`config.mk`:
```
export PLATFORM = sky130hd
export DESIGN_NAME = divider_rv32m
export DESIGN_NICKNAME = d
export VERILOG_FILES = /design/src/rtl/divider_rv32m.sv
export SDC_FILE = /design/constraint.sdc
export NUM_CORES = 1
export LEC_CHECK = 0
export CORE_MARGIN = 1
export CORE_UTILIZATION = 36
export CTS_CLUSTER_SIZE = 16
export DETAILED_ROUTE_END_ITERATION = 10
export GPL_ROUTABILITY_DRIVEN = 0
export GPL_TIMING_DRIVEN = 0
export HOLD_SLACK_MARGIN = 0.05
export SYNTH_ARGS = -nofsm -noshare
export SYNTH_HDL_FRONTEND = slang
export SYNTH_SLANG_ARGS = --single-unit
```
`constraint.sdc`:
```
create_clock -name clk_i -period 3.3 [get_ports clk_i]
set_input_delay 0.66 -clock clk_i [delete_from_list [all_inputs] [get_ports clk_i]]
set_output_delay 0.66 -clock clk_i [all_outputs]
set_load 0.03 [all_outputs]
```
`src/rtl/divider_rv32m.sv`:
```
// Multicycle radix-2 restoring divider for RV32M DIV/DIVU/REM/REMU.
// Divide-by-zero and signed overflow finish on a one-cycle short path.
module divider_rv32m #(
    parameter int unsigned XLEN  = 32,
    parameter int unsigned CNT_W = 6
) (
    input  logic            clk_i,
    input  logic            rst_ni,
    input  logic            start_i,
    input  logic            kill_i,
    input  logic [XLEN-1:0] op_A_i,
    input  logic [XLEN-1:0] op_B_i,
    input  logic            signed_i,
    input  logic            rem_i,
    output logic            ready_o,
    output logic            busy_o,
    output logic            done_o,
    output logic [XLEN-1:0] result_o
);

    localparam logic [XLEN-1:0]  MIN_NEG  = {1'b1, {(XLEN-1){1'b0}}};
    localparam logic [CNT_W-1:0] LAST_CNT = CNT_W'(XLEN - 1);

    typedef enum logic [1:0] {IDLE, CALC, FIX, DONE} state_t;

    state_t            state_q, state_d;
    logic [XLEN-1:0]   rem_q, rem_d;
    logic [XLEN-1:0]   quo_q, quo_d;
    logic [XLEN-1:0]   div_q, div_d;
    logic [CNT_W-1:0]  cnt_q, cnt_d;
    logic              q_neg_q, q_neg_d;
    logic              r_neg_q, r_neg_d;
    logic              sel_rem_q, sel_rem_d;
    logic [XLEN-1:0]   result_q, result_d;
    logic              ready_q, busy_q, done_q;

    logic              div_zero_c, overflow_c, accept_c, ge_c;
    logic [XLEN:0]     rem_sh_c, diff_c;
    logic [XLEN-1:0]   q_fix_c, r_fix_c;

    // Corner detection, trial subtraction and sign fix-up datapath
    always_comb begin
        accept_c   = start_i && !kill_i && (state_q == IDLE || state_q == DONE);
        div_zero_c = (op_B_i == '0);
        overflow_c = signed_i && (op_A_i == MIN_NEG) && (op_B_i == '1);
        rem_sh_c   = {rem_q, quo_q[XLEN-1]};
        diff_c     = rem_sh_c - {1'b0, div_q};
        ge_c       = (rem_sh_c >= {1'b0, div_q});
        q_fix_c    = q_neg_q ? (-quo_q) : quo_q;
        r_fix_c    = r_neg_q ? (-rem_q) : rem_q;
    end

    // Next-state and datapath update
    always_comb begin
        state_d   = state_q;
        rem_d     = rem_q;
        quo_d     = quo_q;
        div_d     = div_q;
        cnt_d     = cnt_q;
        q_neg_d   = q_neg_q;
        r_neg_d   = r_neg_q;
        sel_rem_d = sel_rem_q;
        result_d  = result_q;

        if (kill_i) begin
            state_d = IDLE;
        end else if (accept_c) begin
            sel_rem_d = rem_i;
            q_neg_d   = signed_i && (op_A_i[XLEN-1] ^ op_B_i[XLEN-1]);
            r_neg_d   = signed_i && op_A_i[XLEN-1];
            rem_d     = '0;
            cnt_d     = '0;
            quo_d     = (signed_i && op_A_i[XLEN-1]) ? (-op_A_i) : op_A_i;
            div_d     = (signed_i && op_B_i[XLEN-1]) ? (-op_B_i) : op_B_i;
            if (div_zero_c) begin
                result_d = rem_i ? op_A_i : '1;
                state_d  = DONE;
            end else if (overflow_c) begin
                result_d = rem_i ? '0 : MIN_NEG;
                state_d  = DONE;
            end else begin
                state_d  = CALC;
            end
        end else begin
            case (state_q)
                CALC: begin
                    rem_d = XLEN'(ge_c ? diff_c : rem_sh_c);
                    quo_d = {quo_q[XLEN-2:0], ge_c};
                    cnt_d = cnt_q + CNT_W'(1);
                    if (cnt_q == LAST_CNT) begin
                        state_d = FIX;
                    end
                end
                FIX: begin
                    result_d = sel_rem_q ? r_fix_c : q_fix_c;
                    state_d  = DONE;
                end
                DONE:    state_d = IDLE;
                default: state_d = state_q;
            endcase
        end
    end

    // State, datapath and registered status outputs
    always_ff @(posedge clk_i or negedge rst_ni) begin
        if (!rst_ni) begin
            state_q   <= IDLE;
            rem_q     <= '0;
            quo_q     <= '0;
            div_q     <= '0;
            cnt_q     <= '0;
            q_neg_q   <= 1'b0;
            r_neg_q   <= 1'b0;
            sel_rem_q <= 1'b0;
            result_q  <= '0;
            ready_q   <= 1'b1;
            busy_q    <= 1'b0;
            done_q    <= 1'b0;
        end else begin
            state_q   <= state_d;
            rem_q     <= rem_d;
            quo_q     <= quo_d;
            div_q     <= div_d;
            cnt_q     <= cnt_d;
            q_neg_q   <= q_neg_d;
            r_neg_q   <= r_neg_d;
            sel_rem_q <= sel_rem_d;
            result_q  <= result_d;
            ready_q   <= (state_d == IDLE) || (state_d == DONE);
            busy_q    <= (state_d == CALC) || (state_d == FIX);
            done_q    <= (state_d == DONE);
        end
    end

    assign ready_o  = ready_q;
    assign busy_o   = busy_q;
    assign done_o   = done_q;
    assign result_o = result_q;

endmodule
```
==> insert_results.sql <==
INSERT INTO impl_metrics (metric_group, metric, value, unit) VALUES
('clocking', 'clock_pin_slew_on_the_worst_setup_and_hold_paths', '70', 'ps'),
('timing', 'hold_slack', '184', 'ps'),
('min_path', 'timing.hold.worst.class', 'input port to asynchronous set/reset pin', ''),
('timing', 'ratio_of_final_minimum_period_to_clock_period', '98.5', '%'),
('timing', 'finalWorstPathRequiredPeriod', '3250', 'ps'),
('placed_design', 'place_ws', '-1520', 'ps'),
('timing', 'max_freq', '0.308', 'GHz'),
('final_layout', 'utilization', '45.0', '%'),
('final_layout', 'net_count_reported_at_finish', '1629', ''),
('run_status', 'run_status', 'finished, final reports clean', ''),
('flow_run', 'max_cap_violations', '0', ''),
('clocking', 'clock-root-buffer', 'sky130_fd_sc_hd__clkbuf_16', ''),
('logic_synthesis', 'async_flop_share', '100', '%'),
('global_route', 'antenna_found_initial', '0', ''),
('detailed_routing', 'num_vias', '11197', ''),
('final_layout', 'layout-drive-gt1-share', '6.80', '%'),
('detailed_routing', 'drt_iter0_markers', '1055', ''),
('clocking', 'cts_inserted_buffers', '17', ''),
('clocking', 'htree_levels', '4', ''),
('worst_setup_path', 'worst_r2r_path_depth', '12', ''),
('timing', 'fin_skew', '15.1', 'ps'),
('clocking', 'clock_path_buffers', '2', ''),
('worst_setup_path', 'crit_top_cell', 'sky130_fd_sc_hd__or4_4', ''),
('logic_synthesis', 'syn_nets', '1501', ''),
('detailed_routing', 'wl', '39200', 'um'),
('logic_synthesis', 'synth_top_cells_by_area', 'sky130_fd_sc_hd__dfrtp_1, sky130_fd_sc_hd__nand2_1, sky130_fd_sc_hd__o21ai_0', ''),
('floorplanning', 'die_h', '177', 'um'),
('floorplanning', 'floorplan.initialDensity', '37.0', '%'),
('worst_setup_path', 'crit_slowest_cell', 'sky130_fd_sc_hd__or4_4', ''),
('detailed_routing', 'detail-route-antenna-nets', '0', ''),
('logic_synthesis', 'synth.yosys.seq_area_share', '32.2', '%'),
('pwr', 'power-per-cell-area', '971', 'mW/mm^2'),
('pwr', 'ir_drop', '0.444', 'mV'),
('worst_setup_path', 'r2r_start', 'quo_q[31]', ''),
('global_route', 'largest_net_degree_at_the_start_of_global_routing', '86', ''),
('global_route', 'track_usage', '25.2', '%'),
('clocking', 'post_cts_hold_buffer_count', '0', ''),
('floorplanning', 'die_area', '0.0314', 'mm^2'),
('worst_setup_path', 'worst_path_largest_cell_delay', '600', 'ps'),
('floorplanning', 'floorplan.die.width', '177', 'um'),
('global_route', 'grt_remaining_overflow', '0', ''),
('global_route', 'wire_length_of_the_first_global_routing_pass', '60400', 'um'),
('worst_setup_path', 'end_point_of_the_critical_path', 'result_o[11]', ''),
('worst_setup_path', 'r2r_end', 'rem_q[30]', ''),
('logic_synthesis', 'netlist_instances', '1389', ''),
('logic_synthesis', 'ys_types', '69', ''),
('worst_setup_path', 'crit_path_start', 'op_A_i[15]', ''),
('logic_synthesis', 'number_of_enable_flip_flop_cells_after_synthesis', '0', ''),
('logic_synthesis', 'netlist.top_cell.by_area', 'sky130_fd_sc_hd__dfrtp_1', ''),
('logic_synthesis', 'yosysTopAreaCellShare', '32.0', '%'),
('worst_setup_path', 'cells_along_the_critical_path', 'dlymetal6s2s_1 -> or4_4 -> or4_4 -> or4_4 -> nor3_4 -> a211oi_4 -> nand2b_4 -> buf_6 -> buf_6 -> o41ai_2', ''),
('logic_synthesis', 'mappedNetlistArea', '0.0110', 'mm^2'),
('timing', 'slew_headroom', '39.4', '%'),
('logic_synthesis', 'yosysWarnings', '0', ''),
('placed_design', 'port_buffers', '103', ''),
('timing', 'finalSetupViolations', '0', ''),
('logic_synthesis', 'syn_avg_cell_area', '7.95', 'um^2'),
('clocking', 'clock_tree_from_tritoncts', 'built', ''),
('worst_setup_path', 'critPathArrivalTime', '3600', 'ps'),
('floorplanning', 'top_level_ports', '105', ''),
('worst_setup_path', 'worst_setup_path_end_kind', 'flip-flop', ''),
('detailed_routing', 'routed_wire_length_per_instance', '20.4', 'um'),
('floorplanning', 'std_cell_rows', '63', ''),
('worst_setup_path', 'startpoint_type', 'input port', ''),
('final_layout', 'antennaDiodeCount', '0', ''),
('pwr', 'leakagePower', '0.00579', 'uW'),
('detailed_routing', 'drt-pass1-iter-count', '7', ''),
('detailed_routing', 'viasPerCell', '5.83', ''),
('worst_setup_path', 'cp_data_required_time', '3640', 'ps'),
('final_layout', 'area_growth_syn_to_layout', '21.8', '%'),
('pwr', 'design_power_total', '13100', 'uW');
## layout by cell type (no fill, tap or decap), drive strengths merged, types with 16 or more instances in the layout
master	n
buf	19
nand2	189
ha	41
a21o	19
inv	72
xnor2	72
o41ai	17
a211oi	22
mux2i	18
nor3	27
o31ai	27
or3	19
a32oi	16
nand3	22
clkbuf	85
xor2	75
o21ai	143
dfrtp	141
a31oi	28
nor2	99
clkdlybuf4s50	92
nand2b	21
a21oi	98
## sequential cells by signal, summed over array words and instances, names as in the netlist, 2 cells and up
signal / flops
result_o: 32
quo_q: 32
state_q: 2
cnt_q: 6
rem_q: 32
div_q: 32
## routing by layer
metal	vias up	global-route usage [%]	part of all wire [%]
li1	5235	-	-
met1	5405	36.1	46
met2	494	37.7	44
met3	63	4.53	7.6
met4	0	8.62	2.5
met5	-	0	0
## worst min-delay path by stage
stage | startpoint | cells past startpoint | endpoint
2_1_floorplan | rst_ni | 0 | busy_o
3_3_place_gp | result_o[16] | 2 | result_o[16]
3_5_place_dp | div_q[21] | 2 | div_q[21]
4_1_cts | rst_ni | 1 | div_q[9]
5_1_grt | rst_ni | 1 | div_q[9]
6_report | rst_ni | 1 | div_q[9]
## power by group
group	leakage, uW	switching [uW]	internal (uW)
registers	0.00181	785	2440
clock network	0.000283	905	1090
logic	0.00370	4800	3040
## worst max-delay path, delay by kind of cell
| kind | cells | cell delay [ps] |
|---|---|---|
| AO/OA/AOI/OAI | 2 | 430 |
| buffers and inverters | 3 | 450 |
| AND/OR/NAND/NOR | 5 | 2050 |
## stage by stage
stage               area (um^2)  setup TNS [ps]
floorplan                 11000               0
global placement          12600         -726180
detailed placement        12600          -73850
CTS                       13300           -3200
global route              13400           -7.39
finish                    13400               0
## area by class of cell
type,instances,area (um^2)
plain buffers,74,334
clock buffers,18,439
clock inverters,14,146
repair buffers,113,1160
well taps,390,488
multi-input cells,1105,7090
fillers,3000,16400
inverters,64,240
flip-flops and latches,142,3550
## logic make-up after synthesis
kind of cell	synth area share, %
adders and majority gates	4.83
buffers and inverters	5.00
xor gates and xnor gates	11.7
AOI/OAI and AO/OA	24.8
and+or+nand+nor	19.7
DFF	32.2
muxes	1.73
## repair_timing
action	in CTS	in global routing
gates resized for setup	32	39
pin swaps	7	8
endpoints found under the setup margin	93	89
gates cloned	0	0
setup buffers	6	3
Power figures use the tool's default switching activity.
